**src/rtl/alt_vipitc121_is2vid_sync_apply_pkg.sv**
```systemverilog
// Shared types and widths for the IS2Vid sync-apply block.
package alt_vipitc121_sync_apply_pkg;

  localparam int H_W = 14;
  localparam int V_W = 13;

  typedef enum logic [1:0] {
    IDLE,
    EXTEND,
    HOLDOFF
  } state_e;

endpackage

```
**src/rtl/alt_vipitc121_is2vid_sync_apply_if.sv**
```systemverilog
// Timing, correction-request and counter-status bundle of the sync-apply block.
interface alt_vipitc121_is2vid_sync_apply_if;
  import alt_vipitc121_sync_apply_pkg::*;

  logic           enable;
  logic           restart;
  logic [H_W-1:0] h_total_minus_one;
  logic [V_W-1:0] v_total_minus_one;
  logic           sync_lines;
  logic           sync_samples;
  logic           remove_repeatn;
  logic [H_W-1:0] sync_compare_h_reset;
  logic [V_W-1:0] sync_compare_v_reset;
  logic [H_W-1:0] h_count;
  logic [V_W-1:0] v_count;
  logic           sof;
  logic           extending;
  logic           applied;
  logic           busy;

  modport master (
    output enable, restart, h_total_minus_one, v_total_minus_one,
           sync_lines, sync_samples, remove_repeatn,
           sync_compare_h_reset, sync_compare_v_reset,
    input  h_count, v_count, sof, extending, applied, busy
  );

  modport slave (
    input  enable, restart, h_total_minus_one, v_total_minus_one,
           sync_lines, sync_samples, remove_repeatn,
           sync_compare_h_reset, sync_compare_v_reset,
    output h_count, v_count, sof, extending, applied, busy
  );

endinterface

```
**src/rtl/alt_vipitc121_is2vid_sync_apply_ext_counter.sv**
```systemverilog
// Enabled 2-D sample/line counter that pulses done_o on the enabled cycle
// whose advance reaches the target position.
module alt_vipitc121_sync_apply_ext_counter
  import alt_vipitc121_sync_apply_pkg::*;
(
  input  logic           clk,
  input  logic           rst,
  input  logic           clear_i,
  input  logic           enable_i,
  input  logic [H_W-1:0] h_max_i,
  input  logic [H_W-1:0] target_h_i,
  input  logic [V_W-1:0] target_v_i,
  output logic           done_o
);

  logic [H_W-1:0] eh_q, eh_d, inc_h;
  logic [V_W-1:0] ev_q, ev_d, inc_v;

  always_comb begin
    inc_h = eh_q + 1'b1;
    inc_v = ev_q;
    if (eh_q >= h_max_i) begin
      inc_h = '0;
      inc_v = ev_q + 1'b1;
    end
    eh_d = enable_i ? inc_h : eh_q;
    ev_d = enable_i ? inc_v : ev_q;
  end

  assign done_o = enable_i && (inc_h == target_h_i) && (inc_v == target_v_i);

  always_ff @(posedge clk) begin
    if (!rst || clear_i) begin
      eh_q <= '0;
      ev_q <= '0;
    end else begin
      eh_q <= eh_d;
      ev_q <= ev_d;
    end
  end

endmodule

```
**src/rtl/alt_vipitc121_is2vid_sync_apply.sv**
```systemverilog
// Applies genlock remove/repeat corrections to the CVO frame counters.
// Optional per-frame line-step clamp: ALT_VIPITC121_SYNC_APPLY_STEP_LIMIT_EN.
module alt_vipitc121_is2vid_sync_apply
  import alt_vipitc121_sync_apply_pkg::*;
#(
  parameter int HOLDOFF_FRAMES = 2,
  parameter int MAX_LINE_STEP  = 16
) (
  input logic clk,
  input logic rst,
  alt_vipitc121_is2vid_sync_apply_if.slave bus
);

  state_e         state_q, state_d;
  logic [H_W-1:0] h_q, h_d, tgt_h_q, tgt_h_d, hr;
  logic [V_W-1:0] v_q, v_d, tgt_v_q, tgt_v_d, vr;
  logic [3:0]     hold_q, hold_d;
  logic           applied_q, applied_d;
  logic           h_last, v_last, eof, ext_done;

  // >= so that shrinking the totals mid-frame truncates the line instead of running to overflow
  assign h_last = h_q >= bus.h_total_minus_one;
  assign v_last = v_q >= bus.v_total_minus_one;
  assign eof    = bus.enable && h_last && v_last;

  always_comb begin
    hr = '0;
    vr = '0;
    if (bus.sync_samples)
      hr = (bus.sync_compare_h_reset > bus.h_total_minus_one) ? bus.h_total_minus_one
                                                              : bus.sync_compare_h_reset;
    if (bus.sync_lines)
      vr = (bus.sync_compare_v_reset > bus.v_total_minus_one) ? bus.v_total_minus_one
                                                              : bus.sync_compare_v_reset;
`ifdef ALT_VIPITC121_SYNC_APPLY_STEP_LIMIT_EN
    // The sample residue is dropped; the comparator re-measures it in later frames
    if (vr > V_W'(MAX_LINE_STEP)) begin
      vr = V_W'(MAX_LINE_STEP);
      hr = '0;
    end
`endif
  end

  always_comb begin
    state_d   = state_q;
    h_d       = h_q;
    v_d       = v_q;
    tgt_h_d   = tgt_h_q;
    tgt_v_d   = tgt_v_q;
    hold_d    = hold_q;
    applied_d = 1'b0;

    if (bus.enable && state_q != EXTEND) begin
      if (h_last) begin
        h_d = '0;
        v_d = v_last ? '0 : v_q + 1'b1;
      end else begin
        h_d = h_q + 1'b1;
      end
    end

    case (state_q)
      IDLE: begin
        if (eof && (hr != '0 || vr != '0)) begin
          applied_d = 1'b1;
          tgt_h_d   = hr;
          tgt_v_d   = vr;
          if (bus.remove_repeatn) begin
            h_d     = hr;
            v_d     = vr;
            state_d = HOLDOFF;
          end else begin
            state_d = EXTEND;
          end
        end
      end
      EXTEND: begin
        if (ext_done) state_d = HOLDOFF;
      end
      HOLDOFF: begin
        if (eof) begin
          if (hold_q == 4'(HOLDOFF_FRAMES - 1)) begin
            hold_d  = '0;
            state_d = IDLE;
          end else begin
            hold_d = hold_q + 1'b1;
          end
        end
      end
      default: state_d = IDLE;
    endcase
  end

  always_ff @(posedge clk) begin
    if (!rst || bus.restart) begin
      state_q   <= IDLE;
      h_q       <= '0;
      v_q       <= '0;
      tgt_h_q   <= '0;
      tgt_v_q   <= '0;
      hold_q    <= '0;
      applied_q <= 1'b0;
    end else begin
      state_q   <= state_d;
      h_q       <= h_d;
      v_q       <= v_d;
      tgt_h_q   <= tgt_h_d;
      tgt_v_q   <= tgt_v_d;
      hold_q    <= hold_d;
      applied_q <= applied_d;
    end
  end

  alt_vipitc121_sync_apply_ext_counter u_ext (
    .clk       (clk),
    .rst       (rst),
    .clear_i   (bus.restart || state_q != EXTEND),
    .enable_i  (bus.enable && state_q == EXTEND),
    .h_max_i   (bus.h_total_minus_one),
    .target_h_i(tgt_h_q),
    .target_v_i(tgt_v_q),
    .done_o    (ext_done)
  );

  assign bus.h_count   = h_q;
  assign bus.v_count   = v_q;
  assign bus.sof       = (h_q == '0) && (v_q == '0) && (state_q != EXTEND);
  assign bus.extending = (state_q == EXTEND);
  assign bus.applied   = applied_q;
  assign bus.busy      = (state_q != IDLE);

endmodule

```
**src/flat_wrapper.sv**
```systemverilog
// flat-port wrapper written by rule: the top's interface ports become plain ports
module alt_vipitc121_is2vid_sync_apply_flat import alt_vipitc121_sync_apply_pkg::*;
#(
  parameter int HOLDOFF_FRAMES = 2,
  parameter int MAX_LINE_STEP  = 16
)
  (clk, rst, bus_enable, bus_restart, bus_h_total_minus_one, bus_v_total_minus_one, bus_sync_lines, bus_sync_samples, bus_remove_repeatn, bus_sync_compare_h_reset, bus_sync_compare_v_reset, bus_h_count, bus_v_count, bus_sof, bus_extending, bus_applied, bus_busy);
  alt_vipitc121_is2vid_sync_apply_if bus_i ();
  input logic clk;
  input logic rst;
  input wire logic [$bits(bus_i.enable)-1:0] bus_enable;
  input wire logic [$bits(bus_i.restart)-1:0] bus_restart;
  input wire logic [$bits(bus_i.h_total_minus_one)-1:0] bus_h_total_minus_one;
  input wire logic [$bits(bus_i.v_total_minus_one)-1:0] bus_v_total_minus_one;
  input wire logic [$bits(bus_i.sync_lines)-1:0] bus_sync_lines;
  input wire logic [$bits(bus_i.sync_samples)-1:0] bus_sync_samples;
  input wire logic [$bits(bus_i.remove_repeatn)-1:0] bus_remove_repeatn;
  input wire logic [$bits(bus_i.sync_compare_h_reset)-1:0] bus_sync_compare_h_reset;
  input wire logic [$bits(bus_i.sync_compare_v_reset)-1:0] bus_sync_compare_v_reset;
  output wire logic [$bits(bus_i.h_count)-1:0] bus_h_count;
  output wire logic [$bits(bus_i.v_count)-1:0] bus_v_count;
  output wire logic [$bits(bus_i.sof)-1:0] bus_sof;
  output wire logic [$bits(bus_i.extending)-1:0] bus_extending;
  output wire logic [$bits(bus_i.applied)-1:0] bus_applied;
  output wire logic [$bits(bus_i.busy)-1:0] bus_busy;
  assign bus_i.enable = bus_enable;
  assign bus_i.restart = bus_restart;
  assign bus_i.h_total_minus_one = bus_h_total_minus_one;
  assign bus_i.v_total_minus_one = bus_v_total_minus_one;
  assign bus_i.sync_lines = bus_sync_lines;
  assign bus_i.sync_samples = bus_sync_samples;
  assign bus_i.remove_repeatn = bus_remove_repeatn;
  assign bus_i.sync_compare_h_reset = bus_sync_compare_h_reset;
  assign bus_i.sync_compare_v_reset = bus_sync_compare_v_reset;
  assign bus_h_count = bus_i.h_count;
  assign bus_v_count = bus_i.v_count;
  assign bus_sof = bus_i.sof;
  assign bus_extending = bus_i.extending;
  assign bus_applied = bus_i.applied;
  assign bus_busy = bus_i.busy;
  alt_vipitc121_is2vid_sync_apply #(.HOLDOFF_FRAMES(HOLDOFF_FRAMES), .MAX_LINE_STEP(MAX_LINE_STEP)) u_core (.clk(clk), .rst(rst), .bus(bus_i));
endmodule
```
**config.mk**
```make
export PLATFORM = sky130hd
export DESIGN_NAME = alt_vipitc121_is2vid_sync_apply_flat
export DESIGN_NICKNAME = d
export VERILOG_FILES = /design/src/rtl/alt_vipitc121_is2vid_sync_apply_pkg.sv /design/src/rtl/alt_vipitc121_is2vid_sync_apply_if.sv /design/src/rtl/alt_vipitc121_is2vid_sync_apply_ext_counter.sv /design/src/rtl/alt_vipitc121_is2vid_sync_apply.sv /design/src/flat_wrapper.sv
export SDC_FILE = /design/constraint.sdc
export NUM_CORES = 1
export LEC_CHECK = 0
export ABC_AREA = 1
export ABC_CLOCK_PERIOD_IN_PS = 3400
export BUFFER_PORTS_ARGS = -buffer_cell sky130_fd_sc_hd__buf_2
export CAP_MARGIN = 20
export CORE_AREA = 5 5 128 130
export CTS_CLUSTER_DIAMETER = 40
export DETAILED_ROUTE_END_ITERATION = 8
export DIE_AREA = 0 0 133 135
export PLACE_DENSITY = 0.74
export SYNTH_ARGS = -nofsm -noshare
export SYNTH_HDL_FRONTEND = slang
export SYNTH_HIERARCHICAL = 1
export SYNTH_SLANG_ARGS = --single-unit
```
**constraint.sdc**
```tcl
create_clock -name clk -period 3.4 [get_ports clk]
set_input_delay 0.34 -clock clk [delete_from_list [all_inputs] [get_ports clk]]
set_output_delay 0.34 -clock clk [all_outputs]
set_load 0.1 [all_outputs]
```
==> out/qor.csv, run 1 <==
stage;metric;value;unit
cells_and_area;drive_gt1_frac;0.1234;
clocking;cts_buffers;9;
timing;fin_setup_tns;0;ns
setup_path;crit_chain;ha_1, nand2_1, nor2_1, nand2_1, nand2_2, nand2_4, nand2_4, nor2_8, nand2_1, nand2_1, nand2_1, nor2_1, nand2_1, nor2_1, nand3_1, nor2_1, or2_2, nand2_1, a21oi_1, or2_2, a21oi_1;
global_routing;antenna_found_initial;0;
clocking;htreeDepth;3;
timing;worstMarginPinSlew;0.8543;ns
timing;relSlewSlack;0.4299;
clocking;cts_setup_buffers;0;
synth;synthCells;1358;
run_status;status;finished, final reports clean;
global_routing;grt_util_all_layers;0.2519;
route;detail_route.first_pass.iterations;7;
global_routing;grt_overflow;0;
global_routing;grt_pass1_vias;7848;
setup_path;worstPathArrival;3.32;ns
route;viasPerCell;5.289;
timing;setup_viol_count_final;0;
synth;syn_area;8094;um2
timing;finalCritPeriodShare;0.9089;
die;io_pins;92;
die;dieArea;17960;um2
power_and_ir_drop;p_leak;4.884;nW
timing;max_freq;323.6;MHz
clocking;cts_sinks;88;
synth;ys_types;51;
timing;hold_viol_final;0;
cells_and_area;nNetsFinal;1573;
placed_design;portBuffers;91;
clocking;clk_latency;0.36;ns
setup_path;path_buf_inv;0;
synth;synth_ff_type;dfxtp_1;
clocking;holdBufCountCts;0;
route;drc;0;
route;first_iter_violations;786;
run;maxCapViolations;0;
route;wl_per_cell;13.94;um
cells_and_area;area_delta_synth_final;11.08;%
synth;yosys_warnings;6;
setup_path;path_common_cell;nand2_1;
die;row_count;45;
setup_path;path_class;reg2reg;
synth;avgSynthCellArea;5.960;um2
cells_and_area;final_cells;1631;
setup_path;cpPeakStageDelay;0.50;ns
route;num_vias;8627;
clocking;tritoncts;done;
placed_design;pre_cts_ws;0.2713;ns
timing;worst_slack;0.3097;ns
die;die_w;133;um
synth;ys_seq_elements;88;
worst_hold_path;hp-class;in2reg;
global_routing;grt_max_degree;55;
cells_and_area;antenna_cells;0;
setup_path;worstPathRequired;3.63;ns
power_and_ir_drop;power_density;266.0;nW/um2
die;die_h;135;um
die;initial_core_util;0.5384;
synth;async_flop_share;0;
placed_design;dp.cells;1615;
synth;syn_nets;1493;
synth;synth_edf_count;0;
die;core_area;15030;um2
route;drt_wl_total;22740;um
setup_path;crit_slowest_cell;dfxtp_1;
clocking;path_clk_slew;0.07;ns
route;antenna_left;0;
clocking;ctsRootBufferMaster;clkbuf_16;
clocking;cts_resized;0;
timing;grt_setup_unrepaired;no;
synth;synth_seq_area_share;0.2177;
placed_design;dp_hpwl;17960;um
power_and_ir_drop;ir_drop;0.2176;mV
setup_path;path_max_fanout;24;
clocking;cts_buffer_depth;2;
placed_design;gp_congestion;0.9505;
setup_path;cp-end-kind;flop;
timing;finClkSkew;0.006804;ns
global_routing;grt_first_pass_wirelength;37470;um
timing;maxSlewViolCount;0;
setup_path;cp-start-kind;flop;
timing;fin_crit;3.090;ns
setup_path;cp_top_family;simple AND/OR/NAND/NOR gates;
## report_power, final
part           total, W  leakage [nW]  switching [W]  internal, W
registers       0.00103         0.709     0.00000117      0.00103
clock network  0.000991         0.142       0.000463     0.000528
logic          0.000368          4.03       0.000247     0.000121
total           0.00239          4.88       0.000711      0.00168
## worst min-delay path: cells and delay by family
family / cells / cell delay [ns]
simple gates: 2 / 0.13
buf+inv: 1 / 0.12
compound gates: 1 / 0.06
## state kept, by name, indices dropped and copies added (netlist names)
register and cells:
u_core/bus.v_count 13, u_core/state_q 2, u_core/tgt_v_q 13, u_core/tgt_h_q 14, u_core/bus.h_count 14, u_core/bus.applied 1, u_core/hold_q 4, u_core/u_ext/eh_q 14
u_core/u_ext/ev_q 13
## final cells by class
cell class | instances | area, um2
fillers | 1503 | 6042
multi-input cells | 986 | 5180
flip-flops and latches | 88 | 1762
inverters | 244 | 922.1
repair buffers | 109 | 603.1
clock buffers | 10 | 239.0
well taps | 188 | 235.2
clock inverters | 6 | 50.05
## layer usage
metal  vias to the layer above  part of all wire  global-route usage
met1                      3835              0.47              0.3422
li1                       4467                 -                   -
met5                         -                 0                   0
met4                         0             0.026             0.08487
met2                       281              0.45              0.4117
met3                        44             0.052             0.03539
## cell families (layout without fill, tap and decap cells)
family	Yosys count	count (layout)	synth area share
flip-flops	88	88	0.2177
buffers and inverters	284	369	0.1435
AO/OA/AOI/OAI	147	147	0.09847
XOR/XNOR	14	14	0.01515
adder cells (fa/ha/maj)	74	74	0.1144
AND/OR/NAND/NOR	751	751	0.4109
## per-stage QoR
| step | util | instance area [um2] | power, W | hold WS, ns |
|---|---|---|---|---|
| final | 0.5981 | 8991 | 0.002391 | 0.3446 |
| after global routing | 0.5981 | 8991 | 0.002498 | 0.3521 |
| after CTS | 0.5981 | 8991 | 0.002404 | 0.3309 |
| after detailed placement | 0.5789 | 8702 | 0.001416 | 0.4579 |
| after global placement | 0.5789 | 8702 | 0.001410 | 0.4541 |
| after floorplan | - | 8100 | 0.001300 | 0.4435 |
## final timing paths
check | cells past startpoint | from | slack, ns | end
max | 21 | u_core/u_ext/eh_q[5]$_SDFFE_PP0P_ | 0.31 | u_core/state_q[1]$_SDFFE_PP0P_
max reg2reg | 21 | u_core/u_ext/eh_q[5]$_SDFFE_PP0P_ | 0.31 | u_core/state_q[1]$_SDFFE_PP0P_
min | 4 | bus_remove_repeatn | 0.34 | u_core/state_q[0]$_SDFFE_PP0P_
min reg2reg | 2 | u_core/tgt_h_q[9]$_SDFFE_PP0P_ | 0.47 | u_core/tgt_h_q[9]$_SDFFE_PP0P_
## synth_stat cells (7+ instances only)
cell	number	share of area
ha_1	74	0.11
a21oi_1	76	0.047
dfxtp_1	88	0.22
nand3b_1	7	0.0065
nor2_1	128	0.059
o21ai_0	45	0.028
nor3_1	12	0.0074
buf_2	10	0.0062
nor2_2	8	0.0062
inv_1	237	0.11
nand3_1	142	0.088
nand4_1	25	0.019
nand2_2	14	0.011
xor2_1	12	0.013
nand2_1	387	0.18
o21bai_1	7	0.0065
clkbuf_1	16	0.0074
## cells in the final DEF, fill, tap and decap left out, drive strengths merged, types with 2 or more instances in the layout
cell / instances
a211oi: 3
a21oi: 77
buf: 109
clkbuf: 10
clkinv: 3
dfxtp: 88
ha: 74
inv: 246
nand2: 404
nand3: 148
nand3b: 8
nand4: 27
nor2: 139
nor3: 13
nor4: 4
o211ai: 5
o21ai: 49
o21bai: 7
or2: 5
xnor2: 2
xor2: 12
Note: power is estimated with default switching activity, not from simulation.
==> run 2: changes to the inputs <==
Settings changed: BUFFER_PORTS_ARGS -buffer_cell sky130_fd_sc_hd__buf_2 to -buffer_cell sky130_fd_sc_hd__buf_4.
==> run 2 against run 1 <==
Net effect: die area is the same; global-route usage grew 0.22 points; final cell count is essentially flat; hold slack lost 0.032 ns; register-to-register slack gained 0.08 ns; non-clock buffer count is the same; first-iteration DRC count shrank 1.5%; setup slack gained 0.076 ns; clock-buffer cell count is the same; flip-flop and latch count is the same; critical path depth shrank 1; highest routed layer unchanged.
==> out/qor.csv, run 2 (synthesis gave the netlist of run 1 again) <==
stage;metric;value;unit;change
run_status;status;finished, final reports clean;;unchanged
setup_path;path_class;reg2reg;;unchanged
die;dieArea;17960;um2;unchanged
clocking;holdBufCountCts;0;;unchanged
timing;worstMarginPinSlew;0.5068;ns;was 0.8543 ns
clocking;cts_buffers;9;;unchanged
setup_path;cp-start-kind;flop;;unchanged
timing;finClkSkew;0.008775;ns;was 0.006804 ns
timing;worst_slack;0.3854;ns;was 0.3097 ns
cells_and_area;layout_common_cells;nand2_1, inv_1, nand3_1;;unchanged
setup_path;cpPeakStageDelay;0.49;ns;was 0.50 ns
die;die_h;135;um;unchanged
route;viasPerCell;5.245;;was 5.289
global_routing;grt_use_met1;0.3450;;was 0.3422
global_routing;grt_overflow;0;;unchanged
clocking;cts_sinks;88;;unchanged
setup_path;worstPathRequired;3.68;ns;was 3.63 ns
die;core_area;15030;um2;unchanged
setup_path;worstPathArrival;3.30;ns;was 3.32 ns
global_routing;grt_max_degree;55;;unchanged
timing;setup_viol_count_final;0;;unchanged
timing;grt_setup_unrepaired;no;;unchanged
route;detail_route.first_pass.iterations;8;;was 7
global_routing;top_usage_layer;met2;;unchanged
global_routing;gr-usage-met3;0.04285;;was 0.03539
timing;maxSlewViolCount;0;;unchanged
cells_and_area;nNetsFinal;1574;;was 1573
clocking;path_clk_slew;0.07;ns;about the same
setup_path;path_max_fanout;21;;was 24
global_routing;grt_first_pass_wirelength;37700;um;was 37470 um
power_and_ir_drop;ir_drop;0.2660;mV;was 0.2176 mV
timing;max_freq;331.7;MHz;was 323.6 MHz
route;wl_per_cell;13.97;um;was 13.94 um
timing;finalCritPeriodShare;0.8866;;was 0.9089
setup_path;crit_slowest_cell;dfxtp_1;;unchanged
die;initial_core_util;0.5384;;unchanged
timing;relSlewSlack;0.6590;;was 0.4299
timing;hold_viol_final;0;;unchanged
power_and_ir_drop;power_density;264.2;nW/um2;was 266.0 nW/um2
clocking;cts_resized;0;;unchanged
placed_design;dp.cells;1615;;unchanged
cells_and_area;antenna_cells;0;;unchanged
cells_and_area;layout_commonest_cell;nand2_1;;unchanged
global_routing;grt_pass1_vias;7863;;was 7848
timing;fin_crit;3.015;ns;was 3.090 ns
route;drt_wl_total;22800;um;was 22740 um
power_and_ir_drop;p_leak;4.935;nW;was 4.884 nW
die;die_w;133;um;unchanged
route;num_vias;8560;;was 8627
setup_path;rr_worst_depth;20;;was 21
setup_path;crit_chain;ha_1, nand2_1, nor2_1, nand2_1, nand2_2, nand2_4, nand3_4, nor2_2, nand2_1, nand2_1, nor2_1, nand2_1, nor2_1, nand3_1, nor2_1, or2_2, nand2_1, a21oi_1, or2_2, a21oi_1;;was ha_1, nand2_1, nor2_1, nand2_1, nand2_2, nand2_4, nand2_4, nor2_8, nand2_1, nand2_1, nand2_1, nor2_1, nand2_1, nor2_1, nand3_1, nor2_1, or2_2, nand2_1, a21oi_1, or2_2, a21oi_1
worst_hold_path;holdPathStages;4;;unchanged
cells_and_area;final_cells;1632;;was 1631
placed_design;place_area;8930;um2;was 8702 um2
clocking;htreeDepth;3;;unchanged
power_and_ir_drop;finalPower;0.002441;W;was 0.002391 W
clocking;cts_setup_buffers;0;;unchanged
cells_and_area;drive_gt1_frac;0.1233;;was 0.1234
global_routing;grt_util_all_layers;0.2542;;was 0.2519
setup_path;cp-end-kind;flop;;unchanged
placed_design;portBuffers;91;;unchanged
die;io_pins;92;;unchanged
clocking;ctsRootBufferMaster;clkbuf_16;;unchanged
clocking;cts_buffer_depth;2;;unchanged
placed_design;dp_hpwl;17920;um;was 17960 um
clocking;tritoncts;done;;unchanged
cells_and_area;design_area;9238;um2;was 8991 um2
cells_and_area;nFillCells;1438;;was 1503
cells_and_area;seq_area;1762;um2;unchanged
global_routing;use_met2;0.4156;;was 0.4117
timing;fin_setup_tns;0;ns;unchanged
die;row_count;45;;unchanged
clocking;clk_latency;0.35;ns;was 0.36 ns
run;maxCapViolations;0;;unchanged
route;antenna_left;0;;unchanged
route;drc;0;;unchanged
setup_path;path_common_cell;nand2_1;;unchanged
global_routing;antenna_found_initial;0;;unchanged
cells_and_area;multi_input_area;5191;um2;was 5180 um2
route;first_iter_violations;774;;was 786
placed_design;pre_cts_ws;0.3028;ns;was 0.2713 ns
cells_and_area;area_delta_synth_final;14.13;%;was 11.08%
placed_design;gp_congestion;0.9518;;was 0.9505
worst_hold_path;hp-class;in2reg;;unchanged
==> run 2: final cells by class <==
type	instances	share of cell area
multi-input combinational	987	0.5620
tap	188	0.02546
inverter	244	0.09982
clock inverter	6	0.007314
timing repair buffer	109	0.08994
clock buffer	10	0.02479
sequential	88	0.1907
==> run 2: path summary, 6_finish.rpt <==
kind | start | to | slack [ns]
max | u_core/u_ext/eh_q[5]$_SDFFE_PP0P_ | u_core/state_q[1]$_SDFFE_PP0P_ | 0.39
min | bus_remove_repeatn | u_core/state_q[0]$_SDFFE_PP0P_ | 0.31
max reg2reg | u_core/u_ext/eh_q[5]$_SDFFE_PP0P_ | u_core/state_q[1]$_SDFFE_PP0P_ | 0.39
min reg2reg | u_core/tgt_h_q[10]$_SDFFE_PP0P_ | u_core/tgt_h_q[10]$_SDFFE_PP0P_ | 0.46
==> run 2: metrics by stage <==
step | hold WS (ns) | util
2_1_floorplan | 0.4435 | -
3_3_place_gp | 0.4523 | 0.5940
3_5_place_dp | 0.4597 | 0.5940
4_1_cts | 0.3032 | 0.6137
5_1_grt | 0.3273 | 0.6145
6_report | 0.3128 | 0.6145
==> run 2: where the power goes <==
group	internal (W)	total, W	switching (W)
sequential	0.00103	0.00103	0.00000130
clock	0.000574	0.00102	0.000447
combinational	0.000143	0.000387	0.000245
==> run 2: layer usage <==
metal  wire length [um]  share of wire
met5                  0              0
met4                545          0.024
met3               1334          0.059
met2              10320           0.45
met1              10590           0.46
==> run 2: worst max-delay path, delay by kind of cell, from the launching register on <==
kind,cells,cell delay (ns)
compound gates,2,0.18
fa+ha+maj,1,0.30
flops,1,0.49
simple gates,17,1.96
